===== src/rtl/mem_pkg.sv =====
// Shared definitions for the memory stage: access sizes, trap causes, FSM states.
package mem_pkg;

    localparam logic [1:0] SIZE_B = 2'd0;
    localparam logic [1:0] SIZE_H = 2'd1;
    localparam logic [1:0] SIZE_W = 2'd2;
    localparam logic [1:0] SIZE_D = 2'd3;

    localparam logic [3:0] ECAUSE_BRANCH_MISALIGNED = 4'd0;
    localparam logic [3:0] ECAUSE_LOAD_MISALIGNED   = 4'd4;
    localparam logic [3:0] ECAUSE_LOAD_FAULT        = 4'd5;
    localparam logic [3:0] ECAUSE_STORE_MISALIGNED  = 4'd6;
    localparam logic [3:0] ECAUSE_STORE_FAULT       = 4'd7;

    typedef enum logic [1:0] {
        ST_IDLE,
        ST_REQ,
        ST_RESP,
        ST_DONE
    } mem_state_e;

    // Byte-enable pattern for an access of the given size, before lane shifting.
    function automatic logic [7:0] size_mask(input logic [1:0] size);
        logic [7:0] mask;
        mask = 8'hFF;
        case (size)
            SIZE_B:  mask = 8'h01;
            SIZE_H:  mask = 8'h03;
            SIZE_W:  mask = 8'h0F;
            default: mask = 8'hFF;
        endcase
        return mask;
    endfunction

endpackage


===== src/rtl/load_extend.sv =====
// Picks the addressed lane out of a bus word and sign/zero-extends it to XLEN.
module load_extend
    import mem_pkg::*;
#(
    parameter int XLEN = 32,
    localparam int OFFW = $clog2(XLEN / 8)
) (
    input  logic [XLEN-1:0] data,
    input  logic [OFFW-1:0] offset,
    input  logic [1:0]      size,
    input  logic            sign_ext,
    output logic [XLEN-1:0] result
);

    logic [XLEN-1:0] lane;
    logic [XLEN-1:0] low_mask;
    logic            sign_bit;

    // Shift the addressed byte to bit 0, then mask and fill the upper bits.
    always_comb begin
        lane     = data >> {offset, 3'b000};
        low_mask = '1;
        sign_bit = lane[XLEN-1];
        unique case (size)
            SIZE_B: begin
                low_mask = XLEN'(8'hFF);
                sign_bit = lane[7];
            end
            SIZE_H: begin
                low_mask = XLEN'(16'hFFFF);
                sign_bit = lane[15];
            end
            SIZE_W: begin
                low_mask = XLEN'(32'hFFFF_FFFF);
                sign_bit = lane[31];
            end
            default: ;
        endcase
        result = (lane & low_mask) | ((sign_ext && sign_bit) ? ~low_mask : '0);
    end

endmodule


===== src/rtl/memory_stage.sv =====
// Memory pipeline stage: alignment traps, branch redirect, one outstanding bus
// transaction, and the register bank feeding writeback.
//
// state   | meaning
// --------+-------------------------------------------------------------
// ST_IDLE | no transaction; non-memory or trapping ops retire here
// ST_REQ  | bus_req_valid high, waiting for bus_req_ready
// ST_RESP | request accepted, waiting for bus_rsp_valid
// ST_DONE | response captured; retires as soon as stall is low
module memory_stage
    import mem_pkg::*;
#(
    parameter int XLEN        = 32,
    parameter bit CHECK_ALIGN = 1'b1
) (
    input  logic              clk,
    input  logic              rst_n,
    input  logic [XLEN-1:0]   pc_in,
    input  logic [XLEN-1:0]   next_pc_in,
    input  logic [XLEN-1:0]   alu_data_in,
    input  logic [XLEN-1:0]   rs2_data_in,
    input  logic [XLEN-1:0]   csr_data_in,
    input  logic              branch_taken_in,
    input  logic              load_in,
    input  logic              store_in,
    input  logic              load_signed_in,
    input  logic              csr_write_in,
    input  logic              mret_in,
    input  logic              wfi_in,
    input  logic [1:0]        load_store_size_in,
    input  logic [1:0]        write_select_in,
    input  logic [4:0]        rd_address_in,
    input  logic [11:0]       csr_address_in,
    input  logic              valid_in,
    input  logic              exception_in,
    input  logic [3:0]        ecause_in,
    input  logic              stall,
    input  logic              invalidate,
    output logic              busy,
    output logic              bus_req_valid,
    input  logic              bus_req_ready,
    output logic [XLEN-1:0]   bus_addr,
    output logic [XLEN-1:0]   bus_wdata,
    output logic [XLEN/8-1:0] bus_wstrb,
    output logic              bus_write,
    input  logic              bus_rsp_valid,
    input  logic              bus_rsp_error,
    input  logic [XLEN-1:0]   bus_rsp_data,
    output logic              branch_taken,
    output logic [XLEN-1:0]   branch_address,
    output logic [XLEN-1:0]   pc_out,
    output logic [XLEN-1:0]   next_pc_out,
    output logic [XLEN-1:0]   alu_data_out,
    output logic [XLEN-1:0]   csr_data_out,
    output logic [XLEN-1:0]   load_data_out,
    output logic [1:0]        write_select_out,
    output logic [4:0]        rd_address_out,
    output logic [11:0]       csr_address_out,
    output logic              csr_write_out,
    output logic              mret_out,
    output logic              wfi_out,
    output logic              valid_out,
    output logic [3:0]        ecause_out,
    output logic              exception_out
);

    localparam int NB   = XLEN / 8;
    localparam int OFFW = $clog2(NB);

    mem_state_e      state, state_next;
    logic            live, mem_op, misaligned, d_unsupported, mem_misaligned;
    logic            br_mis, ld_mis, st_mis, trap, issue, mem_done, keep;
    logic [OFFW-1:0] offset;
    logic [XLEN-1:0] store_data;
    logic [NB-1:0]   store_strb;
    logic            exc;
    logic [3:0]      cause;
    logic [OFFW-1:0] req_offset;
    logic [1:0]      req_size;
    logic            req_signed;
    logic [XLEN-1:0] ext_data, rsp_data;
    logic            rsp_error, kill;

    assign live   = valid_in && !exception_in && !invalidate;
    assign mem_op = load_in || store_in;
    assign offset = alu_data_in[OFFW-1:0];

    // Alignment of the requested access; D is only legal on a 64-bit datapath.
    always_comb begin
        misaligned = 1'b0;
        unique case (load_store_size_in)
            SIZE_B:  misaligned = 1'b0;
            SIZE_H:  misaligned = alu_data_in[0];
            SIZE_W:  misaligned = |alu_data_in[1:0];
            default: misaligned = (XLEN != 64) || (|alu_data_in[2:0]);
        endcase
    end

    // With alignment checking off, an unsupported D access still has to trap.
    assign d_unsupported  = (load_store_size_in == SIZE_D) && (XLEN != 64);
    assign mem_misaligned = CHECK_ALIGN ? misaligned : d_unsupported;

    assign br_mis   = live && branch_taken_in && (|alu_data_in[1:0]);
    assign ld_mis   = live && load_in && mem_misaligned;
    assign st_mis   = live && store_in && mem_misaligned;
    assign trap     = br_mis || ld_mis || st_mis;
    assign issue    = (state == ST_IDLE) && live && mem_op && !trap;
    assign mem_done = (state == ST_DONE);

    assign branch_taken   = live && branch_taken_in && (alu_data_in[1:0] == 2'b00) &&
                            (state == ST_IDLE);
    assign branch_address = alu_data_in;

    // Store payload: low bytes of rs2 replicated into every lane, strobe at the offset.
    always_comb begin
        store_data = rs2_data_in;
        unique case (load_store_size_in)
            SIZE_B:  store_data = {(XLEN / 8){rs2_data_in[7:0]}};
            SIZE_H:  store_data = {(XLEN / 16){rs2_data_in[15:0]}};
            SIZE_W:  store_data = {(XLEN / 32){rs2_data_in[31:0]}};
            default: ;
        endcase
        store_strb = NB'(size_mask(load_store_size_in)) << offset;
    end

    load_extend #(.XLEN(XLEN)) u_load_extend (
        .data     (bus_rsp_data),
        .offset   (req_offset),
        .size     (req_size),
        .sign_ext (req_signed),
        .result   (ext_data)
    );

    // FSM state register.
    always_ff @(posedge clk or negedge rst_n) begin
        if (!rst_n) state <= ST_IDLE;
        else        state <= state_next;
    end

    // Next-state logic and the busy indication to the hazard unit.
    always_comb begin
        state_next = state;
        busy       = 1'b0;
        unique case (state)
            ST_IDLE: begin
                if (issue) begin
                    state_next = ST_REQ;
                    busy       = 1'b1;
                end
            end
            ST_REQ: begin
                busy = 1'b1;
                if (bus_req_ready) state_next = ST_RESP;
            end
            ST_RESP: begin
                busy = 1'b1;
                if (bus_rsp_valid) state_next = ST_DONE;
            end
            ST_DONE: begin
                if (!stall) state_next = ST_IDLE;
            end
            default: state_next = ST_IDLE;
        endcase
    end

    // Request payload is latched at issue and held until the handshake.
    always_ff @(posedge clk or negedge rst_n) begin
        if (!rst_n) begin
            bus_req_valid <= 1'b0;
            bus_addr      <= '0;
            bus_wdata     <= '0;
            bus_wstrb     <= '0;
            bus_write     <= 1'b0;
            req_offset    <= '0;
            req_size      <= SIZE_B;
            req_signed    <= 1'b0;
        end else if (issue) begin
            bus_req_valid <= 1'b1;
            bus_addr      <= alu_data_in;
            bus_wdata     <= store_data;
            bus_wstrb     <= store_in ? store_strb : '0;
            bus_write     <= store_in;
            req_offset    <= offset;
            req_size      <= load_store_size_in;
            req_signed    <= load_signed_in;
        end else if ((state == ST_REQ) && bus_req_ready) begin
            bus_req_valid <= 1'b0;
        end
    end

    // Response capture; kill remembers an invalidate seen while the bus was in flight.
    always_ff @(posedge clk or negedge rst_n) begin
        if (!rst_n) begin
            rsp_data  <= '0;
            rsp_error <= 1'b0;
            kill      <= 1'b0;
        end else begin
            if (issue) begin
                kill <= 1'b0;
            end else if (((state == ST_REQ) || (state == ST_RESP)) && invalidate) begin
                kill <= 1'b1;
            end
            if ((state == ST_RESP) && bus_rsp_valid) begin
                rsp_data  <= ext_data;
                rsp_error <= bus_rsp_error;
            end
        end
    end

    // Trap selection in priority order; bus faults only exist once a response is held.
    always_comb begin
        exc   = 1'b0;
        cause = '0;
        if (exception_in) begin
            exc   = 1'b1;
            cause = ecause_in;
        end else if (br_mis) begin
            exc   = 1'b1;
            cause = ECAUSE_BRANCH_MISALIGNED;
        end else if (ld_mis) begin
            exc   = 1'b1;
            cause = ECAUSE_LOAD_MISALIGNED;
        end else if (st_mis) begin
            exc   = 1'b1;
            cause = ECAUSE_STORE_MISALIGNED;
        end else if (mem_done && rsp_error) begin
            exc   = 1'b1;
            cause = load_in ? ECAUSE_LOAD_FAULT : ECAUSE_STORE_FAULT;
        end
    end

    assign keep = valid_in && !invalidate && !(mem_done && kill);

    // Writeback register bank; advances only when the stage retires.
    always_ff @(posedge clk or negedge rst_n) begin
        if (!rst_n) begin
            pc_out           <= '0;
            next_pc_out      <= '0;
            alu_data_out     <= '0;
            csr_data_out     <= '0;
            load_data_out    <= '0;
            write_select_out <= '0;
            rd_address_out   <= '0;
            csr_address_out  <= '0;
            csr_write_out    <= 1'b0;
            mret_out         <= 1'b0;
            wfi_out          <= 1'b0;
            valid_out        <= 1'b0;
            ecause_out       <= '0;
            exception_out    <= 1'b0;
        end else if (!stall && !busy) begin
            valid_out <= 1'b0;
            if (keep) begin
                pc_out           <= pc_in;
                next_pc_out      <= next_pc_in;
                alu_data_out     <= alu_data_in;
                csr_data_out     <= csr_data_in;
                load_data_out    <= (mem_done && load_in) ? rsp_data : '0;
                write_select_out <= write_select_in;
                rd_address_out   <= rd_address_in;
                csr_address_out  <= csr_address_in;
                csr_write_out    <= csr_write_in;
                mret_out         <= mret_in;
                wfi_out          <= wfi_in;
                valid_out        <= 1'b1;
                ecause_out       <= cause;
                exception_out    <= exc;
            end
        end
    end

endmodule


===== config.mk =====
export PLATFORM = sky130hd
export DESIGN_NAME = memory_stage
export DESIGN_NICKNAME = d
export VERILOG_FILES = /design/src/rtl/mem_pkg.sv /design/src/rtl/load_extend.sv /design/src/rtl/memory_stage.sv
export SDC_FILE = /design/constraint.sdc
export NUM_CORES = 1
export LEC_CHECK = 0
export BUFFER_PORTS_ARGS = -buffer_cell sky130_fd_sc_hd__buf_2
export CORE_AREA = 2 2 202 204
export CTS_CLUSTER_SIZE = 8
export DETAILED_ROUTE_END_ITERATION = 10
export DIE_AREA = 0 0 204 206
export PLACE_DENSITY = 0.61
export SLEW_MARGIN = 30
export SYNTH_ARGS = -nofsm -noshare
export SYNTH_HDL_FRONTEND = slang
export SYNTH_HIERARCHICAL = 1
export SYNTH_SLANG_ARGS = --single-unit

===== constraint.sdc =====
create_clock -name clk -period 4.5 [get_ports clk]
set_input_delay 0.45 -clock clk [delete_from_list [all_inputs] [get_ports clk]]
set_output_delay 0.45 -clock clk [all_outputs]
set_load 0.1 [all_outputs]

=== Yosys cells after proc, flatten, opt, wreduce, memory -nomap -nowiden ===
Cells that the tools add are included.

* Input port bits: 233
* Memories kept: 0
* Bits in writable memories: 0
* Memory bits (read-only): 0
* Bits in registers: 299
* Output and inout bits: 292
* Latch bits: 0
* Logic and storage cells: 115

* Multiplexer cells: 31
* Bitwise gates (word level): 3
* $lt $le $gt $ge: 0
* Div/mod/pow operators: 0
* Multiply operators: 0
* Add/sub/neg operators: 0
* Eq/ne operators: 10
* Shifts and indexed selects: 2
* Reduce and logical (&&, ||, !) cells: 43

{| class="wikitable"
|+ Operators with widths
! operator !! number
|-
| 32-bit one-hot mux with 2 select lines || 2
|-
| 32-bit two-way mux || 2
|-
| 32-bit bitwise AND || 1
|-
| 32-bit NOT || 1
|-
| 32-bit OR || 1
|-
| 32-bit by 5-bit >> shifter with 32-bit output || 1
|-
| 1-bit logical AND || 23
|-
| 3-bit two-way mux || 4
|-
| 4-bit one-hot mux with 3 select lines || 1
|-
| 1-bit two-way mux || 11
|-
| 2-bit two-way mux || 5
|-
| 2-bit zero test || 4
|-
| 4-bit two-way mux || 2
|-
| 2-bit != test, second input constant || 4
|-
| 2-bit one-hot mux with 4 select lines || 1
|-
| 2-bit by 1-bit equality test with 1-bit output, second input constant || 3
|-
| 2-bit equality test, second input constant || 3
|-
| 1-bit zero test || 6
|-
| 1-bit logical OR || 4
|-
| 1-bit one-hot mux with 2 select lines || 2
|-
| 4-bit AND reduction || 1
|-
| 2-bit nonzero test || 2
|-
| 2-bit OR reduction || 2
|-
| 4-bit by 2-bit << shifter with 4-bit output || 1
|-
| 2 further kinds || 2
|}

=== Longest topological paths before layout ===
* Depth in word-level cells: 14
* Gate-level depth with buffers: 9
* Depth with buffers taken out: 6

=== Cells and area by module ===
The synthesis kept the hierarchy.

{| class="wikitable"
|+ Modules (own cells, without submodules)
! module !! instances !! cells an instance !! sequential area each (um^2) !! area an instance (um^2)
|-
| memory_stage || 1 || 923 || 7432.1 || 12115.4
|-
| load_extend || 1 || 124 || 0.0 || 904.6
|}

=== Worst setup path before layout ===
Ideal clock, no wire load.

* Path type: input to output
* Start point: input port exception_in
* End point: output port busy
* Slack: 1132 ps
* Arrival: 2918 ps
* Required time: 4050 ps
* Buffers on the path: 2
* Stages: 7
* Cell sequence: buf_2 -> nor3b_2 -> o21ai_1 -> nor4b_4 -> clkbuf_1 -> nor2_1 -> nor2_1

* Longest elaborated chain between the ends: 11
* Elaborated cells on any way between the ends: 17
* Classes of those cells: 2 x mux; 15 x reduce/logical

{| class="wikitable"
|+ RTL lines
! what !! line !! text
|-
| from (decl) || memory_stage.sv:35 || <nowiki>input logic exception_in,</nowiki>
|-
| 1-bit zero test (*) || memory_stage.sv:84 || <nowiki>assign live = valid_in && !exception_in && !invalidate;</nowiki>
|-
| 1-bit logical AND (*) (2 in series) || memory_stage.sv:84 ||
|-
| 1-bit logical AND, on equally long branches (2 in series) || memory_stage.sv:103, memory_stage.sv:104 ||
|-
| 1-bit logical OR (2 in series) || memory_stage.sv:106 || <nowiki>assign trap = br_mis || ld_mis || st_mis;</nowiki>
|-
| 1-bit zero test || memory_stage.sv:107 || <nowiki>assign issue = (state == ST_IDLE) && live && mem_op && !trap;</nowiki>
|-
| 1-bit logical AND (*) || memory_stage.sv:107 ||
|-
| 1-bit two-way mux (*) || memory_stage.sv:146 || <nowiki>if (issue) begin</nowiki>
|-
| 1-bit one-hot mux with 2 select lines (*) || memory_stage.sv:144 || <nowiki>unique case (state)</nowiki>
|-
| to (decl) || memory_stage.sv:39 || <nowiki>output logic busy,</nowiki>
|}

Mark *: on every way between the ends. The rest lies on a longest branch, timed or not.

=== Worst setup path after layout ===
* Start point: register state[0]
* End point: output port busy

* Longest elaborated chain between the ends: 6
* Elaborated cells on any way between the ends: 9
* Classes of those cells: 2 x eq/ne; 2 x mux; 5 x reduce/logical

{| class="wikitable"
|+ RTL lines
! what !! line !! text
|-
| from (decl) || memory_stage.sv:70 || <nowiki>mem_state_e state, state_next;</nowiki>
|-
| from (signal assigned) || memory_stage.sv:137 || <nowiki>else state <= state_next;</nowiki>
|-
| 2-bit zero test || memory_stage.sv:107, memory_stage.sv:144 ||
|-
| 1-bit logical AND (3 in series) || memory_stage.sv:107 ||
|-
| 1-bit two-way mux || memory_stage.sv:146 ||
|-
| 1-bit one-hot mux with 2 select lines (*) || memory_stage.sv:144 ||
|}

Marked as above.

==> run_results.csv <==
group,metric,value,unit
run_status,run_status,"complete, no violations",
worst_setup_path,crit-reg2reg-capture,"rd_address_out[3]",
floorplanning,die_width,204,um
timing,report.final.hold_viol_count,0,
floorplanning,core_region_area,40200,sq um
yosys,synth_cells,1047,
worst_setup_path,worst-r2r-setup-slack,1.54,ns
clock_tree,cts-htree-levels,2,
global_routing,groute.usage.overall,17.8,%
timing,timing.setup.tns,0,ns
worst_setup_path,worst_setup_path_end_kind,"output pin",
layout,drive_above_1_share,47.6,%
worst_setup_path,worst_ep_required_time,4.05,ns
yosys,yosys_warnings,6,
timing,final.period_utilization,67.3,%
yosys,number_of_enable_flip_flop_cells_after_synthesis,0,
yosys,synth_nets,1285,
run,cap_violations,0,
clock_tree,clk_pin_slew,0.06,ns
yosys,synth.most_common_cell,"dfrtp_1",
worst_setup_path,worstSetupPathType,"reg2out",
worst_setup_path,critical_path_startpoint_category,"register",
timing,finalWorstPathRequiredPeriod,3.03,ns
layout,areaGrowthSynthToFinish,31.0,%
timing,maxSlewHeadroom,35.1,%
timing,worst_pin_slew,0.969,ns
global_routing,maximum_number_of_pins_on_one_net_before_global_route_repair,131,
yosys,synth_flop_cell,"dfrtp_1",
yosys,postSynthAreaPerCell,12.4,sq um
yosys,fraction_of_registers_with_async_set_or_reset_after_synthesis,100,%
yosys,synth.lib_cells_used.distinct,47,
layout,multi_input_combinational_cell_area,5000,sq um
timing,worst_clk_skew,0.0328,ns
worst_setup_path,timing.critical_path.fanout_max,24,
drt,vias,9860,
layout,register_area,7430,sq um
global_routing,globalRouteOverflowTotal,0,
worst_setup_path,critical_path.reg2reg.startpoint,"state[0]",
drt,remaining_drc_errors,0,
clock_tree,clock-root-buffer,"clkbuf_16",
timing,rsz_0062_raised_after_global_routing,"no",
floorplanning,core.rowCount,74,
clock_tree,cts_tree,"built",
yosys,yosysTopAreaCell,"dfrtp_1",
place,dp_hpwl,28100,um
drt,drt-pass1-iter-count,4,
worst_setup_path,crit_path_start,"state[0]",
floorplanning,start_util,32.4,%
floorplanning,design.die.area,42000,sq um
worst_setup_path,worst-r2r-cell-count,7,
yosys,synth.ff_latch_count,297,
yosys,yosys-top-cells-area,"dfrtp_1, mux2_2, mux2_1, nand2_1, mux2i_1",
yosys,post_synth_instance_area,13000,sq um
clock_tree,clock_latency_on_the_worst_skew_pair,0.57,ns
clock_tree,postcts_setup_bufs,0,
layout,nets,1769,
floorplanning,dieHeight,206,um
min_path,type_of_the_worst_min_delay_path,"in2reg",
clock_tree,clock-sinks,297,
layout,n_fill_cell,3868,
place,io_buffers,524,
global_routing,grt_pass1_vias,9822,
clock_tree,cts_max_path_buffers,3,
clock_tree,cts-buffers-inserted,43,
global_routing,number_of_antenna_violations_at_the_first_check_in_global_routing,6,
drt,wl_per_cell,18.8,um
min_path,worstHoldStart,"load_signed_in",
drt,initialDrtViolationCount,498,
yosys,synth_top_cells_by_count,"dfrtp_1, nand2_1, mux2_2",
timing,report.final.slew_viol_count,0,
drt,avgViaCountPerCell,4.77,
timing,finalSetupViolCount,0,
yosys,share_of_yosys_cell_area_claimed_by_the_top_area_cell_type,57.1,%
drt,route.final.wire_length,39000,um
worst_setup_path,critical_path_arrival,2.58,ns
global_routing,global_route_wire_length_before_repair,57700,um
timing,fmax,0.330,GHz
place,gp_routability_congestion,0.826,
floorplanning,design.portCount,525,
yosys,synth.yosys.seq_area_share,57.1,%
drt,ant_nets,0,
worst_setup_path,critPathCapture,"busy",
-- critical path, stage by stage (launching register included) --
cell and delay [ns]:
dfrtp_1 0.43, inv_1 0.12, ha_1 0.26, nor4b_4 0.22
buf_4 0.36, nor2_1 0.07, nor2_1 0.10, buf_2 0.44
-- layout by cell type, fill, tap and decap left out, types with 2 or more instances in the layout --
| master | Yosys | layout |
|---|---|---|
| clkinv_2 | 0 | 2 |
| dfrtp_1 | 297 | 297 |
| buf_4 | 45 | 8 |
| clkbuf_16 | 0 | 43 |
| buf_12 | 0 | 4 |
| or2_2 | 7 | 7 |
| a211oi_1 | 7 | 7 |
| ha_1 | 5 | 4 |
| mux2_4 | 10 | 10 |
| diode_2 | 0 | 2 |
| mux2_1 | 108 | 108 |
| mux2_2 | 111 | 111 |
| nor3b_2 | 2 | 2 |
| nor3_1 | 2 | 2 |
| mux2i_1 | 36 | 36 |
| clkinv_8 | 0 | 2 |
| nor2_1 | 18 | 18 |
| buf_2 | 13 | 523 |
| o211ai_1 | 6 | 6 |
| nor2b_1 | 10 | 10 |
| nor4b_1 | 2 | 2 |
| a21boi_0 | 8 | 8 |
| nand2_1 | 187 | 187 |
| nand3_1 | 2 | 2 |
| o311ai_0 | 2 | 2 |
| o41ai_1 | 2 | 2 |
| inv_1 | 7 | 7 |
| nand2b_1 | 6 | 6 |
| o211ai_2 | 10 | 10 |
| a21oi_1 | 26 | 26 |
| and3_1 | 32 | 32 |
| nand3b_1 | 2 | 2 |
| o21ai_0 | 28 | 28 |
-- stage by stage --
step | hold slack, ns | worst slack [ns] | utilization (%) | instances | cell area, sq um
3_5_place_dp | 0.458 | 1.23 | 39.5 | 2017 | 15900
2_1_floorplan | 0.154 | 1.13 | - | 1047 | 13000
4_1_cts | 0.0543 | 1.36 | 42.4 | 2067 | 17000
3_3_place_gp | 0.451 | 1.28 | 39.5 | 2016 | 15900
5_1_grt | 0.0802 | 1.28 | 42.4 | 2068 | 17100
6_report | 0.0944 | 1.47 | 42.4 | 2069 | 17100
-- registers in the layout, indices dropped and copies added (netlist names), 5 cells and up --
name             count
alu_data_out        32
bus_addr            32
bus_wdata           32
csr_data_out        32
load_data_out       32
next_pc_out         32
pc_out              32
rsp_data            32
csr_address_out     12
rd_address_out       5
-- per-layer routing --
metal | global-route usage (%) | part of all wire [%]
met5 | 0 | 0.16
met4 | 6.75 | 2.9
met3 | 5.03 | 7.5
met2 | 28.7 | 48
met1 | 22.8 | 41
-- cell families after synthesis --
group                      after synthesis  synth area share [%]
AOI/OAI and AO/OA                       97                  5.11
DFF                                    297                  57.1
muxes                                  265                  22.9
and+or+nand+nor                        277                  9.72
xor gates and xnor gates                 1                0.0673
buffers and inverters                  105                  4.68
adders and majority gates                5                 0.480
-- how the worst min path moves through the flow --
| stage | end | slack, ns | cells past startpoint |
|---|---|---|---|
| 2_1_floorplan | alu_data_out[0] | 0.15 | 0 |
| 3_3_place_gp | bus_wstrb[2] | 0.45 | 2 |
| 3_5_place_dp | bus_write | 0.46 | 2 |
| 4_1_cts | req_signed | 0.05 | 3 |
| 5_1_grt | next_pc_out[8] | 0.08 | 2 |
| 6_report | req_signed | 0.09 | 3 |
-- cell type report --
cell class | instances | share of cell area, %
clock inverters | 5 | 0.367
clock buffers | 44 | 6.33
multi-input cells | 645 | 29.3
repair buffers | 537 | 16.3
inverters | 7 | 0.154
flip-flops and latches | 297 | 43.6
diodes | 2 | 0.0293
well taps | 532 | 3.90
-- timing repair --
item | in CTS | in global routing
hold endpoints to repair | 37 | 0
setup endpoints to repair | 0 | 0
gates resized for setup | 0 | 0
hold buffers | 1 | 0
Power is not shown: default switching activity piles up to over one toggle a cycle in this logic, so the estimate is an artifact.
